`config.mk`:
```
export PLATFORM = sky130hd
export DESIGN_NAME = spi_rdid_responder_flat
export DESIGN_NICKNAME = d
export VERILOG_FILES = /design/src/rtl/spi_rdid_responder_pkg.sv /design/src/rtl/spi_rdid_responder_if.sv /design/src/rtl/spi_rdid_responder_sync_edge.sv /design/src/rtl/spi_rdid_responder.sv /design/src/flat_wrapper.sv
export SDC_FILE = /design/constraint.sdc
export NUM_CORES = 1
export LEC_CHECK = 0
export CAP_MARGIN = 0
export CELL_PAD_IN_SITES_DETAIL_PLACEMENT = 2
export CELL_PAD_IN_SITES_GLOBAL_PLACEMENT = 2
export CORE_MARGIN = 10
export CORE_UTILIZATION = 36
export CTS_CLUSTER_SIZE = 24
export DETAILED_ROUTE_END_ITERATION = 12
export GPL_ROUTABILITY_DRIVEN = 0
export PLACE_DENSITY_LB_ADDON = 0.1
export SYNTH_ARGS = -nofsm -noshare
export SYNTH_HDL_FRONTEND = slang
export SYNTH_HIERARCHICAL = 1
export SYNTH_SLANG_ARGS = --single-unit
```
`constraint.sdc`:
```
create_clock -name CCLK -period 1.9 [get_ports CCLK]
set_input_delay 0.475 -clock CCLK [delete_from_list [all_inputs] [get_ports CCLK]]
set_output_delay 0.475 -clock CCLK [all_outputs]
set_load 0.02 [all_outputs]
```
`src/rtl/spi_rdid_responder_pkg.sv`:
```
// Shared types and constants for the SPI RDID responder.
// Holds the FSM state encoding, the RDID opcode and the default ID bytes.
package spi_rdid_responder_pkg;

    typedef enum logic [1:0] {
        ST_IDLE   = 2'd0,
        ST_CMD    = 2'd1,
        ST_RESP   = 2'd2,
        ST_IGNORE = 2'd3
    } state_t;

    localparam logic [7:0] RDID_OPCODE  = 8'h9F;
    localparam logic [7:0] DEF_MAN_ID   = 8'h20;
    localparam logic [7:0] DEF_MEM_TYPE = 8'h20;
    localparam logic [7:0] DEF_MEM_CAP  = 8'h15;

endpackage

```
`src/rtl/spi_rdid_responder_if.sv`:
```
// SPI pins plus command/response status signals of the RDID responder.
interface spi_rdid_responder_if;

    logic       SPICLK;
    logic       SPIMOSI;
    logic       chip_select;
    logic       SPIMISO;
    logic       cmd_strobe;
    logic [7:0] cmd_byte;
    logic       rdid_done;

    modport master (
        output SPICLK, SPIMOSI, chip_select,
        input  SPIMISO, cmd_strobe, cmd_byte, rdid_done
    );

    modport slave (
        input  SPICLK, SPIMOSI, chip_select,
        output SPIMISO, cmd_strobe, cmd_byte, rdid_done
    );

endinterface

```
`src/rtl/spi_rdid_responder_sync_edge.sv`:
```
// 2-flop synchronizer with a delayed copy; emits one-cycle rise/fall pulses
// derived from the synchronized level.
module spi_sync_edge #(
    parameter logic RESET_VAL = 1'b0
) (
    input  logic clk,
    input  logic reset,
    input  logic async_in,
    output logic rise,
    output logic fall
);

    logic sync_1;
    logic sync_2;
    logic sync_d;

    always_ff @(posedge clk) begin
        if (reset) begin
            sync_1 <= RESET_VAL;
            sync_2 <= RESET_VAL;
            sync_d <= RESET_VAL;
        end else begin
            sync_1 <= async_in;
            sync_2 <= sync_1;
            sync_d <= sync_2;
        end
    end

    assign rise = sync_2 & ~sync_d;
    assign fall = ~sync_2 & sync_d;

endmodule

```
`src/rtl/spi_rdid_responder.sv`:
```
// SPI mode-0 responder: receives a command byte and answers RDID (0x9F)
// with the 3-byte ID, repeating it for as long as the initiator keeps clocking.
//
// state     | meaning
// ----------+------------------------------------------------------------
// ST_IDLE   | deselected, or waiting for a fresh select falling edge
// ST_CMD    | shifting in the 8-bit command on SPICLK rising edges
// ST_RESP   | shifting out {MAN_ID, MEM_TYPE, MEM_CAP} on falling edges
// ST_IGNORE | unsupported command; bus ignored until deselect
module spi_rdid_responder
    import spi_rdid_responder_pkg::*;
#(
    parameter logic [7:0] MAN_ID   = DEF_MAN_ID,
    parameter logic [7:0] MEM_TYPE = DEF_MEM_TYPE,
    parameter logic [7:0] MEM_CAP  = DEF_MEM_CAP
) (
    input  logic                 CCLK,
    input  logic                 reset,
    spi_rdid_responder_if.slave  spi
);

    localparam logic [23:0] ID_WORD = {MAN_ID, MEM_TYPE, MEM_CAP};

    state_t      state;
    logic        sclk_rise;
    logic        sclk_fall;
    logic [1:0]  mosi_sync;
    logic [1:0]  cs_sync;
    logic [1:0]  sync_fill;
    logic        armed;
    logic [2:0]  bit_cnt;
    logic [7:0]  cmd_shift;
    logic [7:0]  cmd_next;
    logic [4:0]  resp_cnt;
    logic [23:0] resp_shift;
    logic        miso_q;
    logic        strobe_q;
    logic        done_q;
    logic [7:0]  cmd_byte_q;

    spi_sync_edge #(.RESET_VAL(1'b0)) u_sclk_sync (
        .clk      (CCLK),
        .reset    (reset),
        .async_in (spi.SPICLK),
        .rise     (sclk_rise),
        .fall     (sclk_fall)
    );

    assign cmd_next = {cmd_shift[6:0], mosi_sync[1]};

    // sync_fill marks when cs_sync[1] holds a real pin sample rather than its
    // reset value; only a genuine high arms the block, so a select still held
    // low across reset is never mistaken for a new falling edge.
    always_ff @(posedge CCLK) begin
        if (reset) begin
            state      <= ST_IDLE;
            mosi_sync  <= 2'b00;
            cs_sync    <= 2'b11;
            sync_fill  <= 2'b00;
            armed      <= 1'b0;
            bit_cnt    <= 3'd0;
            cmd_shift  <= 8'h00;
            resp_cnt   <= 5'd0;
            resp_shift <= 24'h000000;
            miso_q     <= 1'b0;
            strobe_q   <= 1'b0;
            done_q     <= 1'b0;
            cmd_byte_q <= 8'h00;
        end else begin
            mosi_sync <= {mosi_sync[0], spi.SPIMOSI};
            cs_sync   <= {cs_sync[0], spi.chip_select};
            sync_fill <= {sync_fill[0], 1'b1};
            strobe_q  <= 1'b0;
            done_q    <= 1'b0;

            if (cs_sync[1]) begin
                state    <= ST_IDLE;
                miso_q   <= 1'b0;
                bit_cnt  <= 3'd0;
                resp_cnt <= 5'd0;
                if (sync_fill[1])
                    armed <= 1'b1;
            end else begin
                case (state)
                    ST_IDLE: begin
                        if (armed) begin
                            state   <= ST_CMD;
                            bit_cnt <= 3'd0;
                            armed   <= 1'b0;
                        end
                    end
                    ST_CMD: begin
                        if (sclk_rise) begin
                            cmd_shift <= cmd_next;
                            bit_cnt   <= bit_cnt + 3'd1;
                            if (bit_cnt == 3'd7) begin
                                cmd_byte_q <= cmd_next;
                                strobe_q   <= 1'b1;
                                if (cmd_next == RDID_OPCODE) begin
                                    state      <= ST_RESP;
                                    resp_shift <= ID_WORD;
                                    resp_cnt   <= 5'd0;
                                end else begin
                                    state <= ST_IGNORE;
                                end
                            end
                        end
                    end
                    ST_RESP: begin
                        if (sclk_fall) begin
                            miso_q <= resp_shift[23];
                            if (resp_cnt == 5'd23) begin
                                done_q     <= 1'b1;
                                resp_shift <= ID_WORD;
                                resp_cnt   <= 5'd0;
                            end else begin
                                resp_shift <= {resp_shift[22:0], 1'b0};
                                resp_cnt   <= resp_cnt + 5'd1;
                            end
                        end
                    end
                    ST_IGNORE: begin
                        miso_q <= 1'b0;
                    end
                    default: state <= ST_IDLE;
                endcase
            end
        end
    end

    assign spi.SPIMISO    = miso_q;
    assign spi.cmd_strobe = strobe_q;
    assign spi.cmd_byte   = cmd_byte_q;
    assign spi.rdid_done  = done_q;

endmodule

```
`src/flat_wrapper.sv`:
```
// flat-port wrapper written by rule: the top's interface ports become plain ports
module spi_rdid_responder_flat import spi_rdid_responder_pkg::*;
#(
    parameter logic [7:0] MAN_ID   = DEF_MAN_ID,
    parameter logic [7:0] MEM_TYPE = DEF_MEM_TYPE,
    parameter logic [7:0] MEM_CAP  = DEF_MEM_CAP
)
  (CCLK, reset, spi_SPICLK, spi_SPIMOSI, spi_chip_select, spi_SPIMISO, spi_cmd_strobe, spi_cmd_byte, spi_rdid_done);
  spi_rdid_responder_if spi_i ();
  input  logic CCLK;
  input  logic reset;
  input wire logic [$bits(spi_i.SPICLK)-1:0] spi_SPICLK;
  input wire logic [$bits(spi_i.SPIMOSI)-1:0] spi_SPIMOSI;
  input wire logic [$bits(spi_i.chip_select)-1:0] spi_chip_select;
  output wire logic [$bits(spi_i.SPIMISO)-1:0] spi_SPIMISO;
  output wire logic [$bits(spi_i.cmd_strobe)-1:0] spi_cmd_strobe;
  output wire logic [$bits(spi_i.cmd_byte)-1:0] spi_cmd_byte;
  output wire logic [$bits(spi_i.rdid_done)-1:0] spi_rdid_done;
  assign spi_i.SPICLK = spi_SPICLK;
  assign spi_i.SPIMOSI = spi_SPIMOSI;
  assign spi_i.chip_select = spi_chip_select;
  assign spi_SPIMISO = spi_i.SPIMISO;
  assign spi_cmd_strobe = spi_i.cmd_strobe;
  assign spi_cmd_byte = spi_i.cmd_byte;
  assign spi_rdid_done = spi_i.rdid_done;
  spi_rdid_responder #(.MAN_ID(MAN_ID), .MEM_TYPE(MEM_TYPE), .MEM_CAP(MEM_CAP)) u_core (.CCLK(CCLK), .reset(reset), .spi(spi_i));
endmodule
```
# Word-level counts from Yosys, hierarchy flattened
# Cells that the tools add are included.
dict set report word_totals {
  wordCells 84
  reg_bits 62
  inputBits 5
}
dict set report op_classes {
  eq_ne 12
  reduce_logical 16
  bitwise 9
  n_addsub 2
  mux 28
}
# cell count
set ops {}
lappend ops {{two-way mux 24 bit} 5}
lappend ops {{case mux 24 bit (2 select lines)} 1}
lappend ops {{two-way mux 5 bit} 5}
lappend ops {{!= test 2 x 1 -> 1 bit, second input constant} 5}
lappend ops {{case mux 5 bit (2 select lines)} 1}
lappend ops {{== test 8 bit, second input constant} 1}
lappend ops {{two-way mux 1 bit} 8}
lappend ops {{AND reduction 4 bit} 2}
lappend ops {{nonzero test 2 bit} 4}
lappend ops {{OR reduction 4 bit} 2}
lappend ops {{inverter 1 bit} 7}
lappend ops {{two-way mux 2 bit} 3}
lappend ops {{two-way mux 3 bit} 2}
lappend ops {{case mux 3 bit (2 select lines)} 1}
lappend ops {{AND reduction 3 bit} 2}
lappend ops {{AND reduction 6 bit} 1}
lappend ops {{adder 5 x 1 -> 5 bit, second input constant} 1}
lappend ops {{== test 5 bit, second input constant} 1}
lappend ops {{AND reduction 5 bit} 1}
lappend ops {{== test 2 bit, second input constant} 2}
lappend ops {{case mux 2 bit (2 select lines)} 1}
lappend ops {{AND reduction 2 bit} 2}
lappend ops {{adder 3 x 1 -> 3 bit, second input constant} 1}
lappend ops {{== test 3 bit, second input constant} 1}
lappend ops {{6 further kinds} 7}

# Longest topological paths before layout
# Gate-level depths: netlist of run 1.
dict set report logic_depth {
  word_depth 5
  ltp_mapped 7
  depth_no_buf 6
}

# By module
# The synthesis of run 1 kept the hierarchy.
# mod n_inst cells_per_inst area_per_inst_um2
set by_module_without_submodules {}
lappend by_module_without_submodules {spi_rdid_responder 1 257 2334.7}
lappend by_module_without_submodules {spi_sync_edge 1 8 91.3}

# Worst setup path before layout of run 1
# No wires, ideal clock.
dict set report synth_timing {
  path_kind {reg-to-reg}
  from {register u_core.u_sclk_sync.sync_d}
  to {register u_core.resp_shift[10]}
  path_stages_with_launch 7
  n_path_buf 1
  setup_time_ns 0.132
  t_required_ns 1.768
  slack_ns 0.241
  arrival_time_ns 1.527
  period_less_slack_ns 1.659
  cell_sequence {dfxtp_1 > nor2b_1 > nor2_1 > a221o_1 > clkbuf_1 > o21ai_0 > a21oi_1}
}
dict set report synth_via {
  word_cells_on_any_way 6
  classes_between {eq/ne (2); bitwise (3); reduce/logical (1)}
}
# item line_no
set synth_rtl {}
lappend synth_rtl {{start: declaration} spi_rdid_responder_sync_edge.sv:15} ;# logic sync_d;
lappend synth_rtl {{start signal: assignment} spi_rdid_responder_sync_edge.sv:25} ;# sync_d <= sync_2;
lappend synth_rtl {{bitwise AND 1 bit} spi_rdid_responder_sync_edge.sv:30} ;# assign fall = ~sync_2 & sync_d;
lappend synth_rtl {{net u_core.sclk_fall} spi_rdid_responder.sv:26} ;# logic sclk_fall;
lappend synth_rtl {{!= test 2 x 1 -> 1 bit (no line)} -}
lappend synth_rtl {{AND reduction 6 bit (no line)} -}
lappend synth_rtl {{end signal: assignment} spi_rdid_responder.sv:117} ;# resp_shift <= {resp_shift[22:0], 1'b0};
lappend synth_rtl {{end: declaration} spi_rdid_responder.sv:35} ;# logic [23:0] resp_shift;
# The timed path passes the listed nets, and every way through them passes these cells.
# A chain may end at the register's enable or synchronous reset.

# Worst setup path after layout of run 1
dict set report layout_timing {
  from {register u_core.miso_q (netlist: u_core/spi.SPIMISO)}
  to {output port spi_SPIMISO}
}
# item line_no
set layout_rtl {}
lappend layout_rtl {{start: declaration} spi_rdid_responder.sv:36} ;# logic miso_q;
lappend layout_rtl {{start signal: assignment} spi_rdid_responder.sv:111} ;# miso_q <= resp_shift[23];
lappend layout_rtl {{end: declaration} flat_wrapper.sv:15} ;# output wire logic [$bits(spi_i.SPIMISO)-1:0] spi_SPIMISO;
# No word-level cell between the ends.

==> results of run 1 <==
[final timing paths]
path                           to  slack (ns)  cells past startpoint          startpoint
max reg2reg  u_core/resp_shift[4]        0.13                      5     u_core/state[1]
min             u_core/cs_sync[1]        0.42                      1   u_core/cs_sync[0]
min reg2reg     u_core/cs_sync[1]        0.42                      1   u_core/cs_sync[0]
max                   spi_SPIMISO        0.11                      1  u_core/spi.SPIMISO
[area by class of cell]
type / count / area (um^2)
Fill cell: 703 / 3520
Sequential cell: 62 / 1240
Multi-Input combinational cell: 181 / 1070
Timing Repair Buffer: 28 / 285
Clock buffer: 11 / 141
Tap cell: 77 / 96.3
Clock inverter: 5 / 82.6
Inverter: 5 / 18.8
[layer usage]
| metal | global-route usage [%] | vias up | routed length, um |
|---|---|---|---|
| met5 | 0 | - | 0 |
| met4 | 4.88 | 0 | 76 |
| met3 | 4.18 | 7 | 232 |
| met2 | 21.4 | 21 | 3000 |
| met1 | 16.0 | 994 | 2970 |
| li1 | - | 976 | - |
[registers in the layout, indices dropped and copies added, names as in the netlist, 2 cells and up]
signal / flops
u_core/spi.cmd_byte: 8
u_core/bit_cnt: 3
u_core/cmd_shift: 7
u_core/state: 2
u_core/mosi_sync: 2
u_core/resp_cnt: 5
u_core/resp_shift: 24
u_core/sync_fill: 2
u_core/cs_sync: 2
[cells by family after synthesis]
logic type / count (synthesis) / synth area share (%)
flip-flops: 62 / 51.2
buffers and inverters: 22 / 4.64
AND/OR/NAND/NOR: 97 / 21.2
multiplexers: 7 / 2.89
AO/OA/AOI/OAI: 74 / 18.6
adder cells (fa/ha/maj): 3 / 1.55
[Yosys cell counts, types with 2 or more instances]
cell	number	area share, %
mux2i_1	7	2.9
clkbuf_1	8	1.2
ha_1	3	1.5
buf_6	2	0.93
nand4_1	4	1.0
inv_1	5	0.77
dfxtp_1	62	51
o21ai_0	21	4.3
nor4_1	2	0.52
buf_2	3	0.62
o221a_1	4	1.9
a21oi_1	36	7.4
nor2b_1	9	2.3
nand2_1	38	5.9
or2_2	3	0.77
nor3_1	2	0.41
buf_4	3	0.93
o31ai_1	2	0.62
nor2_1	14	2.2
nand3_1	12	2.5
[power groups by stage]
stage	Combinational, W	Clock [W]	Sequential (W)
detailed placement	0.0000636	0	0.00135
CTS	0.0000643	0.00134	0.00132
finish	0.0000635	0.00130	0.00132
floorplan	0.0000408	0	0.00134
global placement	0.0000634	0	0.00134
global route	0.0000711	0.00141	0.00132
[per-stage QoR]
step	area, um^2	utilization, %	instances	hold WS (ns)
floorplan	2430	-	265	0.389
global placement	2690	41.7	352	0.397
detailed placement	2690	41.7	352	0.408
CTS	2940	45.5	369	0.428
global route	2940	45.5	369	0.430
finish	2940	45.5	369	0.423
[timing repair]
action,in CTS,in global routing
endpoints found under the setup margin,1,11
pin swaps,1,0
setup buffers,1,0
gates resized for setup,0,2
==> metrics.txt, run 1 <==
Crit path max-delay family buffers and inverters; vias post-DR 1,998; status finished clean; Layout area overhead 21.2%; Placement Rows 29; Max-slew headroom 75.5%; Clock Skew about 0.0094 ns; die area around 0.010 mm^2; Slew @ Worst Pin 0.367 ns; clock buffer depth 2; WP data required 1.42 ns; 1st-pass router iterations 4; core area about 0.0065 mm^2; crit path kind flop to primary output; commonest cells after routing, fill and taps aside dfxtp_1 (62), nand2_1 (38), a21oi_1 (36); WL per Instance 17.0 um; vias per cell 5.41; critical path, cell by cell clkdlybuf4s50_1; final period utilization 94.3%; Yosys reg bits 62; min-delay worst type flop to flop; Worst path max stage delay 0.62 ns; GRT overflow 0; Syn. warnings 6; DR iter-0 viols between 50 and 60; Slowest-stage cell, CP clkdlybuf4s50_1; sw power between 0.0005 and 0.0006 W; Mapped Cells roughly 270; drt total wl about 6300 um; ys flop type dfxtp_1; Mapped Area around 0.0024 mm^2; number of synthesized flops with an enable pin 0; worst-skew pair later-pin latency between 0.3 and 0.4 ns; Initial Util 37.6%; Max-cap violations 0; Slew Limit Fails 0; WP buf/inv 1; diode count 0; Arr. time, crit path between 1 and 1.5 ns; Mapped Nets 273; Total Routing Usage GR a little over an eighth; syn_area_per_cell approximately 9 um^2; Final WS setup between 0.1 and 0.15 ns; IO Port Bufs 15; first-pass GRT wire length between 10,000 and 15,000 um; share of layout cells above drive strength 1 approximately 14%; Antenna Nets Post-Route 0; Fmax 558 MHz; Setup WS pre-CTS 0.0266 ns; Cell variety after synth 45; Boundary Pins 16; clock root buffer clkbuf_8; Power per Cell Area ~910 mW/mm^2; CP max FO 2; P_leak 1.02 nW; CTS tree built; sequential area share after synthesis approximately half; largest net degree at the start of global routing 33; vias in the first global route 2,170; RSZ-0062 raised after global routing false; die width 102 um; initial antenna violation count 0; count of final setup violators 0; clock sinks between 60 and 70; power share of the clock group roughly half; P_int around 0.0021 W; Power Total 0.00267 W; die height about 100 um; CP Capture Type primary output; H-tree levels 3; NumNets Final between 200 and 300; ys async rst share 0%; residual DRC count 0; leading cell type in the layout, fill and taps excluded dfxtp_1; Final Hold Viols 0; fraction of power consumed by combinational cells between 2 and 2.5%; power share of the sequential group about half; VDD IR-drop max 0.491 mV; clk slew on worst S/H paths about 0.070 ns; cts bufs inserted 9; Sum Neg Setup Slack 0 ns; crit path launch type flop; hold buffer count at CTS 0; hpwl dp 4120 um; Period minus WS final roughly 1.8 ns; net switching fraction of the power a little over a fifth
(Power assumes the default switching activity.)
==> run 2: changes to the inputs <==
- CORE_UTILIZATION: 36 -> 39
- DONT_BUFFER_PORTS: not set -> 1
==> run 2 against run 1 <==
Wire length decreased by 5.3%; clock skew is 0.0025 ns lower; register-to-register slack better by 0.05 ns; via count decreased by 4.8%.
==> metrics.txt, run 2 (same netlist as run 1, synthesis figures left out) <==
1st-pass router iterations 4 (unchanged); share of layout cells above drive strength 1 12.2% (-1.5 points); first-pass GRT wire length 10,000 um (-8.6%); Total Routing Usage GR 12.5% (-0.70 points); WL per Instance 17.2 um (+0.99%); Setup WS pre-CTS 0.0473 ns (+0.0207 ns); worst-skew pair later-pin latency 0.34 ns (about the same); RSZ-0062 raised after global routing false; status finished clean; worst r2r src u_core/state[0]; drt total wl 5940 um (-5.3%); initial antenna violation count 0 (unchanged); Largest Register u_core/resp_shift; Placement Rows 28 (-3.4%); residual DRC count 0 (unchanged); cell count of the worst hold path 1 (unchanged); WP data required 2.12 ns (+0.70 ns); post_cts resized 0 (unchanged); CP Capture Type flop; Sum Neg Setup Slack 0 ns (unchanged); cts bufs inserted 9 (unchanged); Finished Layout Cells 346 (-6.2%); final period utilization 90.3% (-3.9 points); Fmax 583 MHz (+4.3%); crit path kind flop to flop; CP max FO 20 (+18); P_leak 0.925 nW (-9.0%); min-delay worst type input pin to flop; die height 98.9 um (-3.2%); commonest cells after routing, fill and taps aside dfxtp_1 (62), nand2_1 (38), a21oi_1 (36); Final Hold Viols 0 (unchanged); DP Area 0.00251 mm^2 (-6.8%); Period minus WS final 1.72 ns (-0.0742 ns); # Post-CTS Setup Buffers 0 (-1); Power per Cell Area 919 mW/mm^2 (+1.1%); vias post-DR 1,903 (-4.8%); leading cell type in the layout, fill and taps excluded dfxtp_1; Hold Crit Start reset; H-tree levels 3 (unchanged); Post-Place Cells 331 (-6.0%); vias in the first global route 1,935 (-11%); Slew @ Worst Pin 0.373 ns (+0.00590 ns); core area 0.00599 mm^2 (-7.2%); clock buffer depth 2 (unchanged); hold buffer count at CTS 0 (unchanged); Clock Skew 0.00690 ns (-0.00250 ns); crit path launch type flop; NumNets Final 275 (-6.8%); Slew Limit Fails 0 (unchanged); Initial Util 40.5% (+2.9 points); Final Cell Area 0.00270 mm^2 (-8.1%); DR iter-0 viols 39 (-30%); clk slew on worst S/H paths 0.06 ns (about the same); IO Port Bufs 0 (-15); Layout Utilization 45.1% (-0.41 points); clock root buffer clkbuf_8; die width 98.9 um (-3.2%); Antenna Nets Post-Route 0 (unchanged); Hold Path End u_core/u_sclk_sync/sync_1; VDD IR-drop max 0.684 mV (+39%); worst r2r dst u_core/resp_shift[21]; clock sinks 62 (unchanged); worst reg-to-reg setup slack 0.18 ns (+0.05 ns); diode count 0 (unchanged); max FFs per register 24 (unchanged); vias per cell 5.50 (+1.6%); count of final setup violators 0 (unchanged); Layout area overhead 11.4%; Max-cap violations 0 (unchanged); Boundary Pins 16 (unchanged); hpwl dp 3940 um (-4.2%); GRT overflow 0 (unchanged); CTS tree built; Final WS setup 0.183 ns (+0.0742 ns); Max-slew headroom 75.1% (-0.39 points); largest net degree at the start of global routing 48 (+45%); Arr. time, crit path 1.94 ns (+0.62 ns); die area 0.00978 mm^2 (-6.2%); R2R cell count 5 (unchanged)
[run 2: through the flow]
step / total power (W) / hold slack [ns]
2_1_floorplan: 0.00138 / 0.389
3_3_place_gp: 0.00138 / 0.416
3_5_place_dp: 0.00138 / 0.422
4_1_cts: 0.00253 / 0.179
5_1_grt: 0.00260 / 0.182
6_report: 0.00248 / 0.202
[run 2: worst max path at each step]
stage | startpoint | end | slack [ns] | depth (start not counted)
finish | u_core/state[0] | u_core/resp_shift[21] | 0.18 | 5
CTS | u_core/bit_cnt[0] | u_core/resp_shift[21] | 0.03 | 6
floorplan | u_core/u_sclk_sync/sync_d | u_core/resp_shift[10] | 0.24 | 6
detailed placement | u_core/bit_cnt[0] | u_core/resp_shift[21] | 0.05 | 6
global placement | u_core/bit_cnt[0] | u_core/resp_shift[4] | 0.07 | 6
global route | u_core/bit_cnt[0] | u_core/resp_shift[9] | 0.05 | 6
[run 2: critical path: stages (launching register included)]
cell	delay, ns
dfxtp_1	0.51
and2b_1	0.32
a31oi_4	0.28
buf_12	0.19
nor2_4	0.06
o221a_1	0.23
[run 2: power by group]
group | switching (W) | internal, W | total, W
sequential | 0.00000716 | 0.00131 | 0.00132
combinational | 0.0000203 | 0.0000136 | 0.0000339
clock | 0.000499 | 0.000635 | 0.00113
[run 2: metal layers]
metal | vias up | GRT usage [%] | part of all wire (%)
met1 | 938 | 15.2 | 48
li1 | 931 | - | -
met5 | - | 0 | 0
met4 | 0 | 5.95 | 1.4
met3 | 8 | 4.89 | 4.3
met2 | 26 | 18.8 | 47
[run 2: final cells by class]
| cell class | instances | area, um^2 |
|---|---|---|
| fillers | 656 | 3290 |
| repair buffers | 8 | 85.1 |
| well taps | 75 | 93.8 |
| inverters | 5 | 18.8 |
| clock inverters | 3 | 45.0 |
| clock buffers | 12 | 145 |
| flip-flops and latches | 62 | 1240 |
| multi-input cells | 181 | 1070 |
==> run 3: changes to the inputs <==
- CORE_MARGIN: 10 -> not set
- CORE_UTILIZATION: 39 -> 35
- clock period: 1.9 -> 1.45 ns (I/O delays scaled with it)
==> run 3 against run 2 <==
The run now ends with negative setup slack left; clock power is 57% higher; largest cell class unchanged; critical endpoint is now u_core/resp_shift[23]; register-to-register slack worse by 0.38 ns; global-route usage is 8.0 points higher; sequential cell count stayed put; non-clock buffer count is 32 higher; combinational power is 71% higher; sequential power is 30% higher; design area is 17% higher; worst setup slack worse by 0.38 ns; via count is 7.8% higher; count of clock-buffer cells in the layout is 1 lower; final cell count is 10% higher.
==> metrics.txt, run 3 (same netlist as run 1, synthesis figures left out) <==
max FFs per register 24 (unchanged); Slew @ Worst Pin 0.355 ns (-0.0183 ns); Clock Skew 0.0101 ns (+0.00323 ns); diode count 0 (unchanged); leading cell type in the layout, fill and taps excluded dfxtp_1; Final WS setup -0.195 ns (-0.378 ns); crit path launch type flop; count of final setup violators 34 (+34); 1st-pass router iterations 4 (unchanged); Max-slew headroom 76.3% (+1.2 points); clock sinks 62 (unchanged); NumNets Final 307 (+12%); share of layout cells above drive strength 1 32.6% (+20 points); min-delay worst type input pin to flop; clk slew on worst S/H paths 0.07 ns (about the same); Period minus WS final 1.64 ns (-0.0718 ns); DR iter-0 viols 86 (+120%); first-pass GRT wire length 11,400 um (+14%); drt total wl 6760 um (+14%); Power per Cell Area 1120 mW/mm^2 (+22%); die height 85.3 um (-14%); Total Routing Usage GR 20.5% (+8.0 points); final period utilization 113% (+23 points); die width 85.3 um (-14%); RSZ-0062 raised after global routing true; DP Area 0.00276 mm^2 (+9.9%); status finished, violations left; clock buffer depth 2 (unchanged); WL per Instance 17.8 um (+3.4%); IO Port Bufs 0 (unchanged); Slew Limit Fails 0 (unchanged); vias per cell 5.38 (-2.1%); clock root buffer clkbuf_8; Final Hold Viols 0 (unchanged); H-tree levels 3 (unchanged); CP Capture Type flop; hpwl dp 4260 um (+8.1%); CTS tree built; worst-skew pair later-pin latency 0.35 ns (about the same); Antenna Nets Post-Route 0 (unchanged); Max-cap violations 0 (unchanged); CP max FO 20 (unchanged); Largest Register u_core/resp_shift; WP data required 1.68 ns (-0.44 ns); hold buffer count at CTS 0 (unchanged); cts bufs inserted 9 (unchanged); failing checks negative setup slack; Setup WS pre-CTS -0.162 ns (-0.210 ns); crit path kind flop to flop; vias in the first global route 2,338 (+21%); VDD IR-drop max 0.490 mV (-28%); largest net degree at the start of global routing 48 (unchanged); Boundary Pins 16 (unchanged); Final Cell Area 0.00316 mm^2 (+17%); initial antenna violation count 0 (unchanged); Fmax 608 MHz (+4.4%); Initial Util 37.1% (-3.4 points); P_leak 1.14 nW (+24%); Arr. time, crit path 1.88 ns (-0.06 ns); die area 0.00727 mm^2 (-26%); commonest cells after routing, fill and taps aside dfxtp_1 (55), nand2_1 (35), a21oi_1 (31), buf_4 (31); Layout area overhead 30.4%; Placement Rows 29 (+3.6%); vias post-DR 2,051 (+7.8%); residual DRC count 0 (unchanged); core area 0.00653 mm^2 (+9.0%); GRT overflow 0 (unchanged)
==> run 3: cell types whose count changed in the layout (fill, tap and decap cells not counted), moves of 3 or more <==
cell and delta:
a21oi_2 +5, dfxtp_2 +7, o21ai_0 -14, buf_6 +5, buf_4 +25, o21ai_1 +13, ha_1 -3, ha_4 +3
dfxtp_1 -7, nand2_1 -3, a21oi_1 -5
==> run 3: through the flow <==
stage	instances	total power [W]	utilization (%)	setup TNS [ns]	hold WS, ns
6_report	381	0.00356	48.4	-2.20	0.0782
5_1_grt	381	0.00369	48.4	-4.89	0.0545
4_1_cts	382	0.00360	47.8	-2.51	0.0629
3_5_place_dp	358	0.00182	42.3	-3.13	0.433
3_3_place_gp	358	0.00182	42.3	-2.14	0.422
2_1_floorplan	265	0.00182	-	-0.603	0.389
==> run 3: path summary, 6_finish.rpt <==
check | from | endpoint | slack, ns | cells past startpoint
setup / recovery | u_core/bit_cnt[1] | u_core/resp_shift[23] | -0.19 | 7
hold / removal | reset | u_core/u_sclk_sync/sync_2 | 0.08 | 1
hold reg to reg | u_core/u_sclk_sync/sync_1 | u_core/u_sclk_sync/sync_2 | 0.45 | 1
setup reg to reg | u_core/bit_cnt[1] | u_core/resp_shift[23] | -0.19 | 7
==> run 3: timing repair <==
action / 4_1_cts / 5_1_grt
buffers inserted: 7 / 2
hold endpoints to repair: 0 / 0
pin swaps: 6 / 3
resized for setup: 18 / 23
endpoints found under the setup margin: 40 / 45
gates cloned: 1 / 0
==> run 3: layout make-up <==
class	count	area (um^2)
Clock buffer	11	151
Clock inverter	5	81.3
Fill cell	675	3370
Inverter	5	18.8
Multi-Input combinational cell	181	1200
Sequential cell	62	1250
Tap cell	77	96.3
Timing Repair Buffer	40	364
==> run 3: power breakdown <==
part	internal [W]	total (W)	switching (W)
logic	0.0000261	0.0000579	0.0000318
registers	0.00172	0.00172	0.00000915
clock network	0.00106	0.00177	0.000711
total	0.00280	0.00356	0.000752
==> run 3: worst max-delay path, stage by stage, from the launching register on <==
cell     delay [ns]
dfxtp_2        0.35
ha_4           0.14
ha_4           0.14
nand2_2        0.05
a221o_1        0.34
buf_12         0.17
o21ai_0        0.23
a21oi_1        0.11
==> run 3: metal layers <==
layer | global-route usage (%) | routed length [um] | vias up
li1 | - | - | 1000
met4 | 5.91 | 75 | 0
met1 | 24.2 | 3050 | 1018
met3 | 7.10 | 199 | 9
met5 | 0 | 0 | -
met2 | 35.4 | 3440 | 24
